==> src/rtl/stage_retire_pkg.sv <==
// Shared types and sizing for the in-order commit stage (stage_retire).
// Optional feature macro: RETIRE_PERF_CNT_EN (adds retire performance counters).
package stage_retire_pkg;

  localparam int N             = 3;
  localparam int PHYS_TAG_BITS = 6;
  localparam int ARCH_REG_BITS = 5;
  localparam int CNT_W         = 64;
  localparam int RC_W          = $clog2(N + 1);
  localparam int LANE_W        = (N > 1) ? $clog2(N) : 1;

  typedef logic [PHYS_TAG_BITS-1:0] PHYS_TAG;

  typedef enum logic [3:0] {
    NO_ERROR            = 4'h0,
    INST_ADDR_MISALIGN  = 4'h1,
    INST_ACCESS_FAULT   = 4'h2,
    ILLEGAL_INST        = 4'h3,
    BREAKPOINT          = 4'h4,
    LOAD_ADDR_MISALIGN  = 4'h5,
    LOAD_ACCESS_FAULT   = 4'h6,
    STORE_ADDR_MISALIGN = 4'h7,
    STORE_ACCESS_FAULT  = 4'h8
  } EXCEPTION_CODE;

  typedef struct packed {
    logic                     valid;
    logic                     complete;
    logic [ARCH_REG_BITS-1:0] arch_rd;
    PHYS_TAG                  phys_rd;
    PHYS_TAG                  prev_phys_rd;
    EXCEPTION_CODE            exception;
    logic                     halt;
    logic                     branch;
  } ROB_ENTRY;

  typedef struct packed {
    logic                     valid;
    logic [ARCH_REG_BITS-1:0] arch_reg;
    PHYS_TAG                  phys_tag;
  } MAP_TABLE_WRITE_REQUEST;

  typedef enum logic [1:0] {
    RUN        = 2'd0,
    STORE_WAIT = 2'd1,
    FLUSH      = 2'd2,
    HALTED     = 2'd3
  } RETIRE_STATE;

  // Why the lane scan stopped where it did.
  typedef enum logic [2:0] {
    STOP_NONE        = 3'd0,
    STOP_NOT_READY   = 3'd1,
    STOP_STORE_WAIT  = 3'd2,
    STOP_STORE_BLOCK = 3'd3,
    STOP_MISPREDICT  = 3'd4,
    STOP_HALT        = 3'd5
  } STOP_REASON;

  function automatic logic [RC_W-1:0] popcount(input logic [N-1:0] m);
    logic [RC_W-1:0] c;
    c = '0;
    for (int i = 0; i < N; i++) c = c + RC_W'(m[i]);
    return c;
  endfunction

endpackage

==> src/rtl/stage_retire_if.sv <==
// Bundle of ROB-head inputs and retire outputs for stage_retire.
// Optional feature macro: RETIRE_PERF_CNT_EN (adds mispredict_count, stall_cycles).
interface stage_retire_if;
  import stage_retire_pkg::*;

  ROB_ENTRY [N-1:0]               rob_head_entries;
  logic [N-1:0]                   rob_head_uses_rd;
  logic [N-1:0]                   rob_head_is_store;
  logic [N-1:0]                   rob_head_mispredict;
  logic [N-1:0][31:0]             rob_head_target;
  logic [RC_W-1:0]                rob_retire_count;
  logic [N-1:0]                   free_valid;
  PHYS_TAG [N-1:0]                free_tag;
  MAP_TABLE_WRITE_REQUEST [N-1:0] archmap_write_reqs;
  logic                           sq_commit_req;
  logic                           sq_commit_ack;
  logic                           flush_valid;
  logic [31:0]                    flush_pc;
  logic                           halted;
  EXCEPTION_CODE                  halt_exception;
  logic [CNT_W-1:0]               retired_count;
`ifdef RETIRE_PERF_CNT_EN
  logic [CNT_W-1:0]               mispredict_count;
  logic [CNT_W-1:0]               stall_cycles;

  modport slave (
    input  rob_head_entries, rob_head_uses_rd, rob_head_is_store,
           rob_head_mispredict, rob_head_target, sq_commit_ack,
    output rob_retire_count, free_valid, free_tag, archmap_write_reqs,
           sq_commit_req, flush_valid, flush_pc, halted, halt_exception,
           retired_count, mispredict_count, stall_cycles
  );
  modport master (
    output rob_head_entries, rob_head_uses_rd, rob_head_is_store,
           rob_head_mispredict, rob_head_target, sq_commit_ack,
    input  rob_retire_count, free_valid, free_tag, archmap_write_reqs,
           sq_commit_req, flush_valid, flush_pc, halted, halt_exception,
           retired_count, mispredict_count, stall_cycles
  );
`else
  modport slave (
    input  rob_head_entries, rob_head_uses_rd, rob_head_is_store,
           rob_head_mispredict, rob_head_target, sq_commit_ack,
    output rob_retire_count, free_valid, free_tag, archmap_write_reqs,
           sq_commit_req, flush_valid, flush_pc, halted, halt_exception,
           retired_count
  );
  modport master (
    output rob_head_entries, rob_head_uses_rd, rob_head_is_store,
           rob_head_mispredict, rob_head_target, sq_commit_ack,
    input  rob_retire_count, free_valid, free_tag, archmap_write_reqs,
           sq_commit_req, flush_valid, flush_pc, halted, halt_exception,
           retired_count
  );
`endif

endinterface

==> src/rtl/retire_select.sv <==
// Combinational in-order lane scan for the RUN state: which head lanes retire,
// why the scan stopped and at which lane, and whether the head store wants
// the store queue.
module retire_select
  import stage_retire_pkg::*;
(
  input  ROB_ENTRY [N-1:0] entries_i,
  input  logic [N-1:0]     is_store_i,
  input  logic [N-1:0]     mispredict_i,
  input  logic             sq_ack_i,
  output logic [N-1:0]     retire_mask_o,
  output STOP_REASON       stop_reason_o,
  output logic [LANE_W-1:0] stop_lane_o,
  output logic             store_req_o
);

  logic stopped;

  // Walk lanes oldest-first; the first lane that cannot retire (or that must
  // end the group) freezes the rest of the scan.
  always_comb begin
    retire_mask_o = '0;
    stop_reason_o = STOP_NONE;
    stop_lane_o   = '0;
    store_req_o   = 1'b0;
    stopped       = 1'b0;
    for (int i = 0; i < N; i++) begin
      if (!stopped) begin
        if (!(entries_i[i].valid && entries_i[i].complete)) begin
          stopped       = 1'b1;
          stop_reason_o = STOP_NOT_READY;
          stop_lane_o   = LANE_W'(i);
        end else if (entries_i[i].halt || (entries_i[i].exception != NO_ERROR)) begin
          // Halting/excepting entries retire without draining to the store queue.
          retire_mask_o[i] = 1'b1;
          stopped          = 1'b1;
          stop_reason_o    = STOP_HALT;
          stop_lane_o      = LANE_W'(i);
        end else if (is_store_i[i]) begin
          if (i == 0) begin
            store_req_o = 1'b1;
            if (sq_ack_i) begin
              retire_mask_o[i] = 1'b1;
            end else begin
              stopped       = 1'b1;
              stop_reason_o = STOP_STORE_WAIT;
              stop_lane_o   = LANE_W'(i);
            end
          end else begin
            // Only the head lane talks to the store queue.
            stopped       = 1'b1;
            stop_reason_o = STOP_STORE_BLOCK;
            stop_lane_o   = LANE_W'(i);
          end
        end else begin
          retire_mask_o[i] = 1'b1;
          if (entries_i[i].branch && mispredict_i[i]) begin
            stopped       = 1'b1;
            stop_reason_o = STOP_MISPREDICT;
            stop_lane_o   = LANE_W'(i);
          end
        end
      end
    end
  end

endmodule

==> src/rtl/stage_retire.sv <==
// In-order commit stage at the ROB head: retires up to N complete entries per
// cycle, frees previous tags, writes the architectural map, drains stores via
// req/ack, flushes on mispredicts and stops on halt/exception.
// Optional feature macro: RETIRE_PERF_CNT_EN (mispredict_count, stall_cycles).
module stage_retire
  import stage_retire_pkg::*;
(
  input  logic          clock,
  input  logic          reset,
  stage_retire_if.slave rif
);

  RETIRE_STATE       state_q, state_d;
  logic [N-1:0]      sel_mask;
  STOP_REASON        sel_reason;
  logic [LANE_W-1:0] sel_lane;
  logic              sel_req;
  logic [N-1:0]      retire_mask;
  logic [RC_W-1:0]   retire_cnt;
  logic              flush_valid_q;
  logic [31:0]       flush_pc_q;
  logic              halted_q;
  EXCEPTION_CODE     halt_exception_q;
  logic [CNT_W-1:0]  retired_count_q;
  logic              enter_flush, enter_halt;

  retire_select u_select (
    .entries_i     (rif.rob_head_entries),
    .is_store_i    (rif.rob_head_is_store),
    .mispredict_i  (rif.rob_head_mispredict),
    .sq_ack_i      (rif.sq_commit_ack),
    .retire_mask_o (sel_mask),
    .stop_reason_o (sel_reason),
    .stop_lane_o   (sel_lane),
    .store_req_o   (sel_req)
  );

  // Next state and retire mask; everything is gated off while reset is high
  // so a pending store request drops without waiting for a clock.
  always_comb begin
    state_d           = state_q;
    retire_mask       = '0;
    rif.sq_commit_req = 1'b0;
    if (!reset) begin
      unique case (state_q)
        RUN: begin
          retire_mask       = sel_mask;
          rif.sq_commit_req = sel_req;
          if (sel_reason == STOP_HALT)            state_d = HALTED;
          else if (sel_reason == STOP_MISPREDICT) state_d = FLUSH;
          else if (sel_reason == STOP_STORE_WAIT) state_d = STORE_WAIT;
        end
        STORE_WAIT: begin
          rif.sq_commit_req = 1'b1;
          if (rif.sq_commit_ack) begin
            retire_mask = N'(1);
            state_d     = RUN;
          end
        end
        FLUSH:   state_d = RUN;
        HALTED:  state_d = HALTED;
        default: state_d = RUN;
      endcase
    end
  end

  assign retire_cnt  = popcount(retire_mask);
  assign enter_flush = (state_q == RUN) && (state_d == FLUSH);
  assign enter_halt  = (state_q == RUN) && (state_d == HALTED);

  // Per-lane freelist and map-table side effects; non-retired lanes stay zero.
  always_comb begin
    rif.free_valid         = '0;
    rif.free_tag           = '0;
    rif.archmap_write_reqs = '0;
    for (int i = 0; i < N; i++) begin
      if (retire_mask[i] && rif.rob_head_uses_rd[i]) begin
        rif.free_valid[i]                  = 1'b1;
        rif.free_tag[i]                    = rif.rob_head_entries[i].prev_phys_rd;
        rif.archmap_write_reqs[i].valid    = 1'b1;
        rif.archmap_write_reqs[i].arch_reg = rif.rob_head_entries[i].arch_rd;
        rif.archmap_write_reqs[i].phys_tag = rif.rob_head_entries[i].phys_rd;
      end
    end
  end

  // State register plus registered flush/halt/count outputs.
  always_ff @(posedge clock or posedge reset) begin
    if (reset) begin
      state_q          <= RUN;
      flush_valid_q    <= 1'b0;
      flush_pc_q       <= '0;
      halted_q         <= 1'b0;
      halt_exception_q <= NO_ERROR;
      retired_count_q  <= '0;
    end else begin
      state_q         <= state_d;
      flush_valid_q   <= enter_flush;
      retired_count_q <= retired_count_q + CNT_W'(retire_cnt);
      if (enter_flush) flush_pc_q <= rif.rob_head_target[sel_lane];
      if (enter_halt) begin
        halted_q         <= 1'b1;
        halt_exception_q <= rif.rob_head_entries[sel_lane].exception;
      end
    end
  end

`ifdef RETIRE_PERF_CNT_EN
  logic [CNT_W-1:0] mispredict_count_q;
  logic [CNT_W-1:0] stall_cycles_q;

  // Counts retired mispredicts and head-valid cycles that retired nothing.
  always_ff @(posedge clock or posedge reset) begin
    if (reset) begin
      mispredict_count_q <= '0;
      stall_cycles_q     <= '0;
    end else begin
      if (enter_flush) mispredict_count_q <= mispredict_count_q + CNT_W'(1);
      if (((state_q == RUN) || (state_q == STORE_WAIT)) &&
          rif.rob_head_entries[0].valid && (retire_cnt == '0))
        stall_cycles_q <= stall_cycles_q + CNT_W'(1);
    end
  end

  assign rif.mispredict_count = mispredict_count_q;
  assign rif.stall_cycles     = stall_cycles_q;
`endif

  assign rif.rob_retire_count = retire_cnt;
  assign rif.flush_valid      = flush_valid_q;
  assign rif.flush_pc         = flush_pc_q;
  assign rif.halted           = halted_q;
  assign rif.halt_exception   = halt_exception_q;
  assign rif.retired_count    = retired_count_q;

endmodule

==> src/flat_wrapper.sv <==
// flat-port wrapper written by rule: the top's interface ports become plain ports
module stage_retire_flat import stage_retire_pkg::*;
  (clock, reset, rif_rob_head_entries, rif_rob_head_uses_rd, rif_rob_head_is_store, rif_rob_head_mispredict, rif_rob_head_target, rif_sq_commit_ack, rif_rob_retire_count, rif_free_valid, rif_free_tag, rif_archmap_write_reqs, rif_sq_commit_req, rif_flush_valid, rif_flush_pc, rif_halted, rif_halt_exception, rif_retired_count);
  stage_retire_if rif_i ();
  input  logic clock;
  input  logic reset;
  input wire logic [$bits(rif_i.rob_head_entries)-1:0] rif_rob_head_entries;
  input wire logic [$bits(rif_i.rob_head_uses_rd)-1:0] rif_rob_head_uses_rd;
  input wire logic [$bits(rif_i.rob_head_is_store)-1:0] rif_rob_head_is_store;
  input wire logic [$bits(rif_i.rob_head_mispredict)-1:0] rif_rob_head_mispredict;
  input wire logic [$bits(rif_i.rob_head_target)-1:0] rif_rob_head_target;
  input wire logic [$bits(rif_i.sq_commit_ack)-1:0] rif_sq_commit_ack;
  output wire logic [$bits(rif_i.rob_retire_count)-1:0] rif_rob_retire_count;
  output wire logic [$bits(rif_i.free_valid)-1:0] rif_free_valid;
  output wire logic [$bits(rif_i.free_tag)-1:0] rif_free_tag;
  output wire logic [$bits(rif_i.archmap_write_reqs)-1:0] rif_archmap_write_reqs;
  output wire logic [$bits(rif_i.sq_commit_req)-1:0] rif_sq_commit_req;
  output wire logic [$bits(rif_i.flush_valid)-1:0] rif_flush_valid;
  output wire logic [$bits(rif_i.flush_pc)-1:0] rif_flush_pc;
  output wire logic [$bits(rif_i.halted)-1:0] rif_halted;
  output wire logic [$bits(rif_i.halt_exception)-1:0] rif_halt_exception;
  output wire logic [$bits(rif_i.retired_count)-1:0] rif_retired_count;
  assign rif_i.rob_head_entries = rif_rob_head_entries;
  assign rif_i.rob_head_uses_rd = rif_rob_head_uses_rd;
  assign rif_i.rob_head_is_store = rif_rob_head_is_store;
  assign rif_i.rob_head_mispredict = rif_rob_head_mispredict;
  assign rif_i.rob_head_target = rif_rob_head_target;
  assign rif_i.sq_commit_ack = rif_sq_commit_ack;
  assign rif_rob_retire_count = rif_i.rob_retire_count;
  assign rif_free_valid = rif_i.free_valid;
  assign rif_free_tag = rif_i.free_tag;
  assign rif_archmap_write_reqs = rif_i.archmap_write_reqs;
  assign rif_sq_commit_req = rif_i.sq_commit_req;
  assign rif_flush_valid = rif_i.flush_valid;
  assign rif_flush_pc = rif_i.flush_pc;
  assign rif_halted = rif_i.halted;
  assign rif_halt_exception = rif_i.halt_exception;
  assign rif_retired_count = rif_i.retired_count;
  stage_retire u_core (.clock(clock), .reset(reset), .rif(rif_i));
endmodule
==> config.mk <==
export PLATFORM = sky130hd
export DESIGN_NAME = stage_retire_flat
export DESIGN_NICKNAME = d
export VERILOG_FILES = /design/src/rtl/stage_retire_pkg.sv /design/src/rtl/stage_retire_if.sv /design/src/rtl/retire_select.sv /design/src/rtl/stage_retire.sv /design/src/flat_wrapper.sv
export SDC_FILE = /design/constraint.sdc
export NUM_CORES = 1
export LEC_CHECK = 0
export ABC_AREA = 1
export CAP_MARGIN = 25
export CORE_UTILIZATION = 37
export DETAILED_ROUTE_END_ITERATION = 10
export PLACE_DENSITY = 0.78
export SLEW_MARGIN = 25
export SYNTH_ARGS = -nofsm -noshare
export SYNTH_HDL_FRONTEND = slang
export SYNTH_SLANG_ARGS = --single-unit
==> constraint.sdc <==
create_clock -name clock -period 3.1 [get_ports clock]
set_input_delay 0.465 -clock clock [delete_from_list [all_inputs] [get_ports clock]]
set_output_delay 0.465 -clock clock [all_outputs]
set_load 0.01 [all_outputs]
==> impl_metrics.py <==
metrics = {
    "outcome": {
        "outcome": "complete, no violations",
    },
    "critical_path": {
        "cp_cell_sequence": "nor3_4 > nand3_1 > nand2_2 > inv_2 > fa_1 > inv_2 > ha_4 > fa_2 > nand2_2 > nor2_4 > nand3_2 > nor2_4 > nand4_1 > nor2_2 > nand3_1 > nand2_1 > nand2_1",
        "cp-end-kind": "flop",
        "crit_fanout": 4,
        "worstSetupPathType": "reg -> reg",
        "crit_buf_inv": 2,
        "r2r_start": "u_core.state_q[0]",
        "startpoint": "u_core.state_q[0]",
        "cp.arrival_ps": 3290,
        "critPathMaxStageDelay_ps": 470,
        "cp.required_ps": 3340,
        "crit_family": "simple AND/OR/NAND/NOR gates",
        "cp_slowest_cell": "fa_1",
        "r2r_slack_ps": 60,
        "critPathLaunchType": "flop",
    },
    "clocking": {
        "clk_path_buf_depth": 2,
        "cts_max_level": 3,
        "cts_inserted_buffers": 9,
        "holdBufCountCts": 0,
        "clock_sink_count": 104,
        "clk_pin_slew_ps": 70,
        "tritoncts": "done",
        "cts_root_buf": "clkbuf_16",
        "clock_latency_ps": 350,
    },
    "yosys": {
        "syn_inst": 968,
        "synth.top_cell.area_share_pct": 38.73,
        "post-synth-top-area-cell": "dfrtp_1",
        "synth.area.top_cells": "dfrtp_1 39%, nand2_1 17%, inv_1 7.3%",
        "synthArstFlopShare_pct": 100.0,
        "yosysUniqueCellTypes": 32,
        "synth_seq_cells": 104,
        "synth_most_common_cell": "nand2_1",
        "synth_seq_area_share_pct": 38.73,
        "synth_edf_count": 0,
        "syn-cell-area_um2": 6720,
        "syn_area_per_cell_um2": 6.942,
        "yosys_warnings": 0,
        "ys_top_cells_by_count": "297 x nand2_1, 130 x inv_1, 106 x nor2_1",
        "synth_top_flop_cell": "dfrtp_1",
        "synth_nets": 1155,
    },
    "timing": {
        "tightestPinTransition_ps": 473.3,
        "fmax_mhz": 328.4,
        "final_max_slew_viol_count": 0,
        "skew_ps": 8.605,
        "period_minus_slack_ps": 3045,
        "setup_viol": 0,
        "post-route-period-util_pct": 98.22,
        "max_slew_margin_pct": 68.20,
        "finalHoldViolCount": 0,
        "grt_setup_unrepaired": "true",
        "fin_ws_ps": 55.19,
    },
    "final_layout": {
        "synthToLayoutAreaGrowth_pct": 71.81,
        "drive_gt1_share_pct": 14.25,
        "fin_util_pct": 65.84,
        "fin_nets": 1572,
        "final_area_um2": 11550,
    },
    "detailed_routing": {
        "routed_via_density": 4.975,
        "ant_nets": 0,
        "drc": 0,
        "drt_iter0_markers": 538,
        "routedWlPerCell_um": 16.67,
        "drtPass1Iterations": 5,
        "drt_wl_total_mm": 26.94,
        "via_count": 8039,
    },
    "global_routing": {
        "grt_max_degree": 73,
        "grt_pass1_wl_mm": 40.17,
        "track_usage_pct": 28.67,
        "grt_pass1_vias": 7703,
        "grt_overflow": 0,
        "antenna_found_initial": 2,
    },
    "placement": {
        "dp_hpwl_mm": 21.55,
        "port_buffers": 344,
        "post_dp_cell_area_um2": 10950,
        "place_ws_ps": -726.9,
        "place_congestion": 0.9124,
    },
    "power_and_ir_drop": {
        "power_density_nw_per_um2": 414.2,
        "power.leakage_uw": 0.005670,
        "ir_drop_mv": 0.2812,
    },
    "floorplan": {
        "io_pins": 345,
        "start_util_pct": 38.32,
        "dieArea_um2": 18710,
        "die_w_um": 136.8,
        "std_cell_rows": 48,
        "die_h_um": 136.8,
        "core_area_um2": 17540,
    },
    "flow_run": {
        "maxCapViolCount": 0,
    },
    "worst_hold_path": {
        "min_path_type": "reg -> reg",
        "min_from": "u_core.rif.halt_exception[0]",
    },
}
## through the flow
step | power, uW | instances | hold WS [ps] | setup TNS, ps
global placement | 3672 | 1567 | 452.7 | -25400
finish | 4782 | 1616 | 471.0 | 0
CTS | 4785 | 1607 | 474.7 | 0
floorplan | 2524 | 968 | 501.0 | -491.8
detailed placement | 3711 | 1567 | 458.0 | -28280
global route | 5014 | 1616 | 488.9 | -359.4
## worst register-to-register path: cells and delay by family (launching register included)
family / cells / cell delay [ps]
AND/OR/NAND/NOR: 12 / 1510
adder cells (fa/ha/maj): 3 / 870
flip-flops: 1 / 420
buffers and inverters: 2 / 130
## cells by family after synthesis
family,share of synthesized area [%]
buffers and inverters,10.58
XOR/XNOR,7.950
AND/OR/NAND/NOR,38.56
AO/OA/AOI/OAI,3.221
adder cells (fa/ha/maj),0.9681
flip-flops,38.73
## layer usage
layer	wire length, um	track usage [%]	vias to the layer above
li1	-	-	3896
met1	10150	33.33	3749
met2	14270	53.38	346
met3	1676	3.407	48
met4	853	10.93	0
met5	0	0	-
## registers in the layout, summed over array words and instances, names as in the netlist
signal and flops:
u_core.rif.flush_pc 32, u_core.rif.flush_valid 1, u_core.rif.halt_exception 4, u_core.rif.halted 1, u_core.rif.retired_count 64, u_core.state_q 2
## cells in the final DEF (no fill, tap or decap), drive strengths merged, types with 2 or more instances in the layout
master / count
o221ai: 2
dfrtp: 104
nor2: 112
clkdlybuf4s50: 314
fa: 2
xnor2: 16
nand4: 53
inv: 132
nor4: 9
clkinv: 2
ha: 2
clkdlybuf4s15: 5
dlymetal6s2s: 3
xor2: 45
dlygate4sd2: 14
clkbuf: 17
o21ai: 34
nor3: 32
clkinvlp: 3
nand3: 77
buf: 104
nand2: 299
a21oi: 5
diode: 2
## report_power, final
group | total [uW] | leakage [uW] | internal, uW | switching (uW)
Combinational | 1870 | 0.00424 | 987 | 886
Sequential | 1870 | 0.00131 | 1640 | 228
Clock | 1040 | 0.000122 | 544 | 498
Total | 4780 | 0.00567 | 3170 | 1610
## path summary, 6_finish.rpt
check	endpoint	depth (start not counted)
max in group asynchronous	u_core.rif.retired_count[11]	4
min reg2reg	u_core.rif.halt_exception[0]	2
max	u_core.rif.retired_count[56]	17
max reg2reg	u_core.rif.retired_count[56]	17
min in group asynchronous	u_core.rif.retired_count[40]	4
min	u_core.rif.halt_exception[0]	2
## area by class of cell
cell class,instances,area [um^2]
diodes,2,5.005
clock buffers,11,232.7
clock inverters,4,32.53
fillers,1497,5991
inverters,133,503.0
multi-input cells,691,3651
flip-flops and latches,104,2603
well taps,225,281.5
repair buffers,446,4238
## timing repair
| item | in CTS | in global routing |
|---|---|---|
| setup buffers | 25 | 8 |
| gates resized for setup | 65 | 31 |
| gates cloned | 0 | 0 |
| setup endpoints to repair | 77 | 60 |
| pin swaps | 28 | 31 |
Note: power is estimated with default switching activity, not from simulation.
